File: src/rtl/exp_lut_harness.sv
// On-chip vector player/recorder for the combinational exp_lut: plays loaded
// vectors onto lut_in, samples lut_out after a settle window, streams pairs back.
module exp_lut_harness #(
  parameter int DATA_W = 32,
  parameter int DEPTH  = 16,
  parameter int ADDR_W = 4,
  parameter int SETTLE = 1
) (
  input  logic              clk,
  input  logic              rst_n,
  input  logic              load_valid,
  input  logic [DATA_W-1:0] load_data,
  output logic              load_ready,
  input  logic              start,
  output logic              busy,
  output logic              done,
  output logic [ADDR_W:0]   count,
  output logic [DATA_W-1:0] lut_in,
  input  logic [DATA_W-1:0] lut_out,
  output logic              res_valid,
  input  logic              res_ready,
  output logic [DATA_W-1:0] res_in,
  output logic [DATA_W-1:0] res_out,
  output logic [2:0]        dbg_state
);

  // Handshakes: a transfer happens on a rising edge where valid && ready are
  // both high; valid never waits on ready, and a stalled payload holds still.

  typedef enum logic [2:0] {
    S_IDLE  = 3'd0,
    S_DRIVE = 3'd1,
    S_WAIT  = 3'd2,
    S_CAPT  = 3'd3,
    S_DRAIN = 3'd4,
    S_DONE  = 3'd5
  } state_t;

  localparam logic [ADDR_W:0] DEPTH_C   = (ADDR_W+1)'(DEPTH);
  localparam logic [3:0]      SETTLE_M1 = 4'(SETTLE - 1);

  state_t              state;
  logic [ADDR_W-1:0]   idx;
  logic [3:0]          wait_cnt;
  logic [DATA_W-1:0]   vec_mem [DEPTH];
  logic [DATA_W-1:0]   res_mem [DEPTH];
  logic                last_idx;
  logic                load_fire;

  assign last_idx   = ({1'b0, idx} == (count - (ADDR_W+1)'(1)));
  // start wins over a same-cycle load, so the offered vector is refused
  assign load_ready = rst_n && (state == S_IDLE) && (count < DEPTH_C) && !start;
  assign load_fire  = load_valid && load_ready;

  assign busy      = (state != S_IDLE);
  assign done      = (state == S_DONE);
  assign res_valid = (state == S_DRAIN);
  assign res_in    = res_valid ? vec_mem[idx] : '0;
  assign res_out   = res_valid ? res_mem[idx] : '0;
  assign dbg_state = state;

  always_ff @(posedge clk) begin
    if (!rst_n) begin
      state    <= S_IDLE;
      count    <= '0;
      idx      <= '0;
      wait_cnt <= '0;
      lut_in   <= '0;
    end else begin
      case (state)
        S_IDLE: begin
          if (start) begin
            idx   <= '0;
            state <= (count == '0) ? S_DONE : S_DRIVE;
          end else if (load_fire) begin
            count <= count + (ADDR_W+1)'(1);
          end
        end
        S_DRIVE: begin
          lut_in   <= vec_mem[idx];
          wait_cnt <= SETTLE_M1;
          state    <= S_WAIT;
        end
        S_WAIT: begin
          if (wait_cnt == '0) state <= S_CAPT;
          else                wait_cnt <= wait_cnt - 4'd1;
        end
        S_CAPT: begin
          if (last_idx) begin
            idx   <= '0;
            state <= S_DRAIN;
          end else begin
            idx   <= idx + ADDR_W'(1);
            state <= S_DRIVE;
          end
        end
        S_DRAIN: begin
          if (res_ready) begin
            if (last_idx) begin
              idx   <= '0;
              state <= S_DONE;
            end else begin
              idx <= idx + ADDR_W'(1);
            end
          end
        end
        S_DONE: begin
          count <= '0;
          idx   <= '0;
          state <= S_IDLE;
        end
        default: state <= S_IDLE;
      endcase
    end
  end

  // Buffers carry no reset so they map onto plain RAM
  always_ff @(posedge clk) begin
    if (load_fire) vec_mem[count[ADDR_W-1:0]] <= load_data;
    if (state == S_CAPT) res_mem[idx] <= lut_out;
  end

endmodule

File: config.mk
export PLATFORM = sky130hd
export DESIGN_NAME = exp_lut_harness
export DESIGN_NICKNAME = d
export VERILOG_FILES = /design/src/rtl/exp_lut_harness.sv
export SDC_FILE = /design/constraint.sdc
export NUM_CORES = 1
export LEC_CHECK = 0
export ABC_AREA = 1
export BUFFER_PORTS_ARGS = -buffer_cell sky130_fd_sc_hd__buf_2
export CORE_MARGIN = 2
export CORE_UTILIZATION = 25
export CTS_CLUSTER_DIAMETER = 200
export DETAILED_ROUTE_END_ITERATION = 10
export GPL_TIMING_DRIVEN = 0
export HOLD_SLACK_MARGIN = 0.1
export MAX_ROUTING_LAYER = met4
export PLACE_DENSITY = 0.4
export SLEW_MARGIN = 20
export SYNTH_ARGS = -nofsm -noshare
export SYNTH_HDL_FRONTEND = slang
export SYNTH_SLANG_ARGS = --single-unit
File: constraint.sdc
create_clock -name clk -period 5 [get_ports clk]
set_input_delay 0.25 -clock clk [delete_from_list [all_inputs] [get_ports clk]]
set_output_delay 0.25 -clock clk [all_outputs]
set_load 0.05 [all_outputs]
==> results of run 1 <==
[through the flow]
step / util / instance area [µm²] / cells / setup slack [ps]
floorplan: - / 42300 / 3111 / 285
global placement: 0.272 / 46000 / 5504 / -3330
detailed placement: 0.282 / 47700 / 5570 / 1350
CTS: 0.308 / 52100 / 5849 / 525
global route: 0.308 / 52100 / 5853 / 622
finish: 0.308 / 52100 / 5855 / 706
[layer usage]
metal / track usage / up-vias / routed length, µm
li1: - / 12720 / -
met1: 0.240 / 14719 / 70200
met2: 0.316 / 844 / 79900
met3: 0.0270 / 205 / 7440
met4: 0.0494 / 0 / 4270
met5: - / - / 0
[worst reg2reg max path: stages, from the launching register on]
cell and delay, ps:
dfxtp_1 340, inv_1 100, nand2_1 70, nor2_1 120, nand2_1 100, nor3_2 160, nand2_1 230, inv_1 170
nand2_1 250, nor2_4 660, buf_12 280
[layout make-up]
type	count	area (µm²)	area share
sequential	1076	31800	0.611
multi-input combinational	1771	9440	0.181
clock buffer	146	3020	0.0581
timing repair buffer	308	3010	0.0577
tap	2218	2780	0.0533
buffer	228	1210	0.0233
clock inverter	66	659	0.0127
inverter	36	140	0.00269
antenna	6	15.0	0.000288
[worst min-delay path by stage]
stage | slack [ps] | to | from
after CTS | 170 | dbg_state[2]$_SDFFE_PN0P_ | rst_n
final | 180 | dbg_state[2]$_SDFFE_PN0P_ | rst_n
after global placement | 450 | wait_cnt[0]$_SDFFE_PN0P_ | wait_cnt[0]$_SDFFE_PN0P_
after floorplan | 350 | res_mem[0][0]$_DFFE_PP_ | lut_out[0]
after global routing | 250 | dbg_state[2]$_SDFFE_PN0P_ | rst_n
after detailed placement | 460 | wait_cnt[0]$_SDFFE_PN0P_ | wait_cnt[0]$_SDFFE_PN0P_
[cells in the mapped netlist]
library cell  number  share of area
buf_4             16         0.0028
o211ai_1          45         0.0080
o21ai_1           39         0.0046
nand2_2            1        0.00015
nand4_1            2        0.00030
a31o_2             1        0.00021
o221ai_2           5         0.0018
clkbuf_1          99         0.0088
inv_6              1        0.00021
buf_1              4        0.00035
clkbuf_2          19         0.0022
nor3_2             1        0.00024
xor2_1             1        0.00021
inv_2              6        0.00053
edfxtp_1        1024           0.73
o211ai_2          29         0.0086
nor3b_1            1        0.00018
nand2_1          157          0.014
buf_8              2        0.00071
buf_2             66         0.0078
buf_6             22         0.0059
and2_1             1        0.00015
o221ai_1         177          0.037
ha_1              10         0.0030
nor2_1           559          0.050
inv_1             29         0.0026
a21oi_1           77         0.0091
nand3_1           98          0.012
o21ai_0          480          0.057
nor3_1            10         0.0012
a41oi_1            1        0.00021
o22ai_1           76          0.011
dfxtp_1           52          0.025
[state kept, by name, summed over array words and instances, names as in the netlist, named ones only]
name and flops:
idx 4, count 5, wait_cnt 4, lut_in 32
dbg_state 3, res_mem 512, vec_mem 512
[cells by family (layout without fill, tap and decap cells)]
family                   Yosys count  in the layout  share of synthesized area
adder cells (fa/ha/maj)           10             10                    0.00295
XOR/XNOR                           1              1                   0.000207
other                              0              6                          0
AND/OR/NAND/NOR                  830            830                     0.0772
buffers and inverters            264            784                     0.0319
flip-flops                      1076           1076                      0.751
AO/OA/AOI/OAI                    930            930                      0.137
[report_power, final]
| part | internal, µW | switching (µW) |
|---|---|---|
| Combinational | 1990 | 6590 |
| Sequential | 10000 | 102 |
| Clock | 4880 | 3700 |
| Total | 16900 | 10400 |
==> reports/metrics.cfg, run 1 <==
[logic_synthesis]
ys.warnings.count=0
avgSynthCellArea_um2=13.6
syn_inst=3111
yosysUniqueCellTypes=33
ys_ff_latch=1076
yosysSeqAreaShare=0.751
synth_area_um2=42300
synth_nets=3190

[layout]
layout_common_cells=edfxtp_1, nor2_1, o21ai_0, buf_2, o221ai_1
drive_above_1_share=0.168
final_common_cell=edfxtp_1
area_growth_pct=23.0
fin_nets=3614
n_fill_cell=17059

[setup_path]
crit_path_end=res_out[4]
cp_data_required_time_ps=4750
arrival_ps=4040
worst-path-max-fanout=10
crit_top_cell=clkbuf_1
crit_path_max_incr_delay_ps=810
end_kind=output port
r2r_slack_ps=2170
start_kind=register
rr_worst_depth=10
worstPathCellList=clkbuf_1, clkbuf_1, o211ai_1, a21oi_1, buf_2
r2r-start=dbg_state[0]$_SDFFE_PN0P_
worstSetupPathType=reg2out
path_delay_family=buffers and inverters
reg2reg_to=vec_mem[10][5]$_DFFE_PP_
cp.depth=5
cp_slowest_cell=clkbuf_1
cp_num_buf_inv=3

[cts]
hold_buffers=67
postCtsSetupRepairBufs=0
clkTransAtPathRegs_ps=60
cts_root_buffer=clkbuf_16
numCtsBuffers=114
htree_levels=3
cts.repair.resized=0
cts.sinks=1076
clk_latency_ps=750
cts_tree=built
clockBufferDepth=3

[sta]
skew_ps=32.0
layout_min_cycle_time_ps=4290
clock.fmax_mhz=233
setup_violations=0
setup_tns_ps=0
min_period_over_period=0.859
relSlewSlack=0.149
rsz0062_at_grt=no
holdWs_ps=182
finalHoldViolations=0
worstMarginPinSlew_ps=1280
drv_slew=0

[detailed_routing]
wirelength_um=162000
drc_errors=0
route.vias.total=28488
firstDrtPassIters=5
via_per_inst=4.87
drtAntennaViolNets=0
wire_per_inst_um=27.6
initialDrtViolationCount=2541

[floorplanning]
core_area_um2=169000
io_pins=177
start_util=0.251
dieHeight_um=416
die_w_um=416
die_area_um2=173000
rows=151

[placed_design]
io_buffers=175
gp_congestion=0.782
dp.final_hpwl_um=111000

[flow_run]
drv_cap=0

[global_routing]
grt_pass1_wl_um=225000
grt_pass1_vias=28332
grt_util_all_layers=0.189
grt_max_degree=20
antenna_found_initial=7
grt.overflow.total=0

[power_and_ir_drop]
power_uw=27300
power_leakage_uw=0.0170
powerDensity_nw_per_um2=524
ir_drop_uv=302

[outcome]
outcome=finished clean

[hold_path]
min_path_cells=3
hold_path.class=in2reg

No activity file was read; power rests on OpenSTA's default activity.
==> run 2, diff against run 1 <==
- CELL_PAD_IN_SITES_DETAIL_PLACEMENT: not set -> 1
- CELL_PAD_IN_SITES_GLOBAL_PLACEMENT: not set -> 2
- PLACE_DENSITY: 0.4 -> 0.51
==> reports/metrics.cfg, run 2 (synthesis gave the netlist of run 1 again) <==
[sta]
min_period_over_period=0.842  ; was 0.859
setup_violations=0  ; unchanged
clock.fmax_mhz=238  ; was 233 MHz
drv_slew=0  ; unchanged
worst_slack_ps=791  ; was 706 ps
relSlewSlack=0.239  ; was 0.149
layout_min_cycle_time_ps=4210  ; was 4290 ps
worstMarginPinSlew_ps=1140  ; was 1280 ps
skew_ps=29.3  ; was 32.0 ps
finalHoldViolations=0  ; unchanged
rsz0062_at_grt=no  ; unchanged

[detailed_routing]
initialDrtViolationCount=1998  ; was 2541
route.vias.total=28498  ; was 28488
wirelength_um=170000  ; was 162000 µm
wire_per_inst_um=28.9  ; was 27.6 µm
firstDrtPassIters=8  ; was 5
via_per_inst=4.86  ; was 4.87
drc_errors=0  ; unchanged
drtAntennaViolNets=0  ; unchanged

[floorplanning]
start_util=0.251  ; unchanged
die_area_um2=173000  ; unchanged
core_area_um2=169000  ; unchanged
rows=151  ; unchanged
dieHeight_um=416  ; unchanged
die_w_um=416  ; unchanged
io_pins=177  ; unchanged

[placed_design]
dp.final_hpwl_um=117000  ; was 111000 µm
pre_cts_slack_ps=1530  ; was 1350 ps
gp_congestion=0.768  ; was 0.782
io_buffers=175  ; unchanged
dp_cells=5571  ; was 5570

[hold_path]
hold_path.class=in2reg  ; unchanged

[setup_path]
cp_data_required_time_ps=4750  ; about the same
end_kind=output port  ; unchanged
worst-path-max-fanout=10  ; unchanged
worstSetupPathType=reg2out  ; unchanged
start_kind=register  ; unchanged
arrival_ps=3960  ; was 4040 ps

[layout]
n_fill_cell=18103  ; was 17059
fin_cells=5867  ; was 5855
drive_above_1_share=0.168  ; about the same
layout_common_cells=edfxtp_1, nor2_1, o21ai_0, buf_2, o221ai_1  ; unchanged
area_growth_pct=23.3  ; was 23.0%
fin_nets=3624  ; was 3614
final_common_cell=edfxtp_1  ; unchanged

[cts]
clk_latency_ps=740  ; was 750 ps
postCtsSetupRepairBufs=0  ; unchanged
clockBufferDepth=3  ; unchanged
cts_tree=built  ; unchanged
clkTransAtPathRegs_ps=60  ; about the same
htree_levels=3  ; unchanged
numCtsBuffers=120  ; was 114
cts.sinks=1076  ; unchanged
cts.repair.resized=0  ; unchanged
cts_root_buffer=clkbuf_16  ; unchanged

[global_routing]
grt_max_degree=18  ; was 20
grt.overflow.total=0  ; unchanged
grt_pass1_wl_um=236000  ; was 225000 µm
grt_pass1_vias=29601  ; was 28332
antenna_found_initial=13  ; was 7
grt_util_all_layers=0.199  ; was 0.189

[power_and_ir_drop]
power_leakage_uw=0.0171  ; was 0.0170 µW
powerDensity_nw_per_um2=529  ; was 524 nW/µm²
ir_drop_uv=324  ; was 302 µV

[outcome]
outcome=finished clean  ; unchanged

[flow_run]
drv_cap=0  ; unchanged

==> run 2: path summary, 6_finish.rpt <==
kind / from / depth (start not counted) / slack [ps] / to
hold reg to reg: lut_in[4]$_SDFFE_PN0P_ / 2 / 470 / lut_in[4]$_SDFFE_PN0P_
setup reg to reg: dbg_state[0]$_SDFFE_PN0P_ / 11 / 2160 / vec_mem[0][22]$_DFFE_PP_
hold / removal: start / 7 / 240 / count[0]$_SDFFE_PN0P_
setup / recovery: register / 7 / 790 / res_out[17]
==> run 2: where the power goes <==
group / internal, µW / switching [µW]
clock network: 5030 / 3760
logic: 2000 / 6670
registers: 10000 / 117
total: 17100 / 10600
==> run 2: layer usage <==
metal  GRT usage  vias up  share of wire
li1            -    12722              -
met5           -        -              0
met2       0.343      658           0.50
met3      0.0241      235          0.035
met1       0.248    14883           0.43
met4      0.0541        0          0.029
==> run 2: final cells by class <==
cell class	instances	area [µm²]	share of cell area
Antenna cell	5	12.5	0.000240
Buffer	228	1220	0.0233
Clock buffer	156	3230	0.0619
Clock inverter	65	574	0.0110
Inverter	36	140	0.00268
Multi-Input combinational cell	1771	9440	0.181
Sequential cell	1076	31800	0.609
Tap cell	2218	2780	0.0531
Timing Repair Buffer	312	3050	0.0583
==> run 2: worst max-delay path, stage by stage (launching register included) <==
cell and delay (ps):
dfxtp_1 600, buf_4 390, clkbuf_1 630, o21ai_0 240
o221ai_1 240, o211ai_1 220, a21oi_1 520, buf_2 360
==> run 2: stage by stage <==
stage | total power [µW] | hold slack [ps] | instance area (µm²) | setup TNS [ps] | utilization
final | 27600 | 239 | 52200 | 0 | 0.309
after global routing | 28800 | 261 | 52200 | 0 | 0.309
after CTS | 28000 | 215 | 52200 | 0 | 0.309
after detailed placement | 19200 | 456 | 47700 | 0 | 0.282
after global placement | 19100 | 457 | 46000 | -518230 | 0.272
after floorplan | 15100 | 349 | 42300 | 0 | -
==> run 2: repair_timing <==
action,in CTS,in global routing
hold buffers,70,0
endpoints found under the setup margin,0,0
endpoints found under the hold margin,1029,0
==> run 3, diff against run 2 <==
- ABC_AREA: 1 -> 0
- PLACE_DENSITY: 0.51 -> 0.47
- clock period: 5 -> 4 ns (I/O delays scaled with it)
==> reports/metrics.cfg, run 3 <==
[outcome]
outcome=finished clean  ; unchanged

[layout]
area_growth_pct=24.8  ; was 23.3%
layout_common_cells=edfxtp_1, mux4_2, buf_2, clkbuf_16, dlygate4sd3_1  ; was edfxtp_1, nor2_1, o21ai_0, buf_2, o221ai_1
multi_input_area_um2=9440  ; unchanged
drive_above_1_share=0.356  ; was 0.168
register_area_um2=31800  ; unchanged
n_fill_cell=16517  ; was 18103
postLayoutCellArea_um2=51700  ; was 52200 µm²
final_common_cell=edfxtp_1  ; unchanged
fin_nets=2377  ; was 3624
fin_util=0.314  ; was 0.309

[logic_synthesis]
synth_edf_count=1024  ; unchanged
syn_inst=1859  ; was 3111
async_flop_share=0  ; unchanged
yosysUniqueCellTypes=45  ; was 33
yosysSeqAreaShare=0.767  ; was 0.751
ys.warnings.count=0  ; unchanged
avgSynthCellArea_um2=22.3  ; was 13.6 µm²
netlist.area_leader.share=0.742  ; was 0.726
synthSimpleGateAreaFrac=0.0207  ; was 0.0772
synth.most_common_cell=edfxtp_1  ; unchanged
post-synth-top-area-cell=edfxtp_1  ; unchanged
ys.flop_type=edfxtp_1  ; unchanged
synth_area_um2=41500  ; was 42300 µm²
synthAdderAreaFrac=0.00302  ; was 0.00295
synth_xor_area_frac=0.00254  ; was 0.000207
muxShareOfSynthArea=0.173  ; was 0
synthTopCellsByCount=edfxtp_1, mux4_2, nor2_1  ; was edfxtp_1, nor2_1, o21ai_0
synth_nets=1938  ; was 3190
ys_ff_latch=1076  ; unchanged
ys_top_cells_by_area=edfxtp_1, mux4_2, dfxtp_1  ; was edfxtp_1, o21ai_0, nor2_1
synth_top_family_by_area=multiplexers  ; was compound AO/OA/AOI/OAI gates
synth_compound_area_frac=0.0204  ; was 0.137

[power_and_ir_drop]
powerDensity_nw_per_um2=524  ; was 529 nW/µm²
power_uw=27100  ; was 27600 µW
power_leakage_uw=0.0160  ; was 0.0171 µW
ir_drop_uv=319  ; was 324 µV

[global_routing]
grt_pass1_wl_um=174000  ; was 236000 µm
grt_util_all_layers=0.150  ; was 0.199
antenna_found_initial=12  ; was 13
grt_pass1_vias=22888  ; was 29601
grt_max_degree=18  ; unchanged
grt.overflow.total=0  ; unchanged

[sta]
worst_slack_ps=214  ; was 791 ps
setup_violations=0  ; unchanged
rsz0062_at_grt=no  ; unchanged
worstMarginPinSlew_ps=1110  ; was 1140 ps
finalHoldViolations=0  ; unchanged
drv_slew=0  ; unchanged
skew_ps=23.1  ; was 29.3 ps
min_period_over_period=0.947
relSlewSlack=0.259  ; was 0.239
clock.fmax_mhz=264
holdWs_ps=400  ; was 239 ps
layout_min_cycle_time_ps=3790

[placed_design]
gp_congestion=0.727  ; was 0.768
dp.final_hpwl_um=85300  ; was 117000 µm
placed_cell_area_um2=47000  ; was 47700 µm²
io_buffers=175  ; unchanged
pre_cts_slack_ps=-344  ; was 1530 ps

[cts]
clk_latency_ps=720  ; was 740 ps
clkTransAtPathRegs_ps=70  ; was 60 ps
htree_levels=3  ; unchanged
cts_root_buffer=clkbuf_16  ; unchanged
cts.sinks=1076  ; unchanged
clockBufferDepth=3  ; unchanged
numCtsBuffers=117  ; was 120
cts_tree=built  ; unchanged

[floorplanning]
start_util=0.252  ; was 0.251
die_area_um2=169000  ; was 173000 µm²
rows=149  ; was 151
dieHeight_um=411  ; was 416 µm
io_pins=177  ; unchanged
core_area_um2=165000  ; was 169000 µm²
die_w_um=411  ; was 416 µm

[setup_path]
r2r_slack_ps=690  ; was 2160 ps
worst-path-max-fanout=10  ; unchanged
rr_worst_depth=6  ; was 11
start_kind=register  ; unchanged
worstSetupPathType=reg2out  ; unchanged
reg2reg_to=vec_mem[15][5]$_DFFE_PP_  ; was vec_mem[0][22]$_DFFE_PP_
cp_data_required_time_ps=3800  ; was 4750 ps
r2r-start=count[4]$_SDFFE_PN0P_  ; was dbg_state[0]$_SDFFE_PN0P_
end_kind=output port  ; unchanged
arrival_ps=3590  ; was 3960 ps
crit_path_end=res_in[28]  ; was res_out[17]

[detailed_routing]
drtAntennaViolNets=0  ; unchanged
via_per_inst=4.53  ; was 4.86
route.vias.total=20790  ; was 28498
wire_per_inst_um=26.9  ; was 28.9 µm
firstDrtPassIters=5  ; was 8
drc_errors=0  ; unchanged
initialDrtViolationCount=1720  ; was 1998
wirelength_um=124000  ; was 170000 µm

[flow_run]
drv_cap=0  ; unchanged

[hold_path]
hp-start=lut_out[19]  ; was start
hold_path.class=in2reg  ; unchanged

[run 3: kinds of logic (layout without fill, tap and decap cells)]
logic type | after synthesis | count (layout)
compound gates | 114 | 114
xor+xnor | 12 | 12
fa+ha+maj | 10 | 10
buf+inv | 118 | 654
flops | 1076 | 1076
mux | 353 | 353
other cells | 0 | 6
simple gates | 176 | 176
[run 3: critical path: stages (launching register included)]
cell and delay, ps:
dfxtp_1 310, buf_2 210, buf_4 260, buf_4 310, buf_4 340, mux4_2 560, mux2i_1 360, a211oi_2 210
buf_2 290
[run 3: per-layer routing]
metal,global-route usage,vias up,part of all wire
li1,-,8753,-
met1,0.204,11414,0.46
met2,0.232,464,0.47
met3,0.0247,159,0.042
met4,0.0443,0,0.024
met5,-,-,0
[run 3: final cells by class]
| type | instances | share of cell area |
|---|---|---|
| sequential | 1076 | 0.615 |
| multi-input combinational | 665 | 0.183 |
| timing repair buffer | 321 | 0.0632 |
| clock buffer | 155 | 0.0617 |
| tap | 2189 | 0.0529 |
| clock inverter | 61 | 0.0125 |
| buffer | 106 | 0.0113 |
| inverter | 11 | 0.000871 |
| antenna | 6 | 0.000290 |
[run 3: worst min-delay path by stage]
stage,end,slack (ps),cells past startpoint
2_1_floorplan,res_mem[0][0]$_DFFE_PP_,300,0
3_3_place_gp,lut_in[31]$_SDFFE_PN0P_,480,2
3_5_place_dp,lut_in[21]$_SDFFE_PN0P_,490,2
4_1_cts,res_mem[4][17]$_DFFE_PP_,330,2
5_1_grt,res_mem[5][19]$_DFFE_PP_,370,2
6_report,res_mem[15][19]$_DFFE_PP_,400,2
[run 3: timing repair]
action,CTS,global route
endpoints found under the setup margin,65,23
cloned,0,0
buffers inserted,2,0
hold buffers,72,0
gates resized for setup,43,6
hold endpoints to repair,1037,0
pin swaps,0,0
[run 3: per-stage QoR]
step	setup TNS [ps]	instances
6_report	0	4590
5_1_grt	0	4589
4_1_cts	0	4585
3_5_place_dp	-2880	4295
3_3_place_gp	-1647790	4223
2_1_floorplan	0	1859
[run 3: power by group]
| group | switching [µW] | internal (µW) |
|---|---|---|
| clock | 4530 | 6310 |
| combinational | 2400 | 1290 |
| sequential | 105 | 12400 |
| total | 7040 | 20000 |
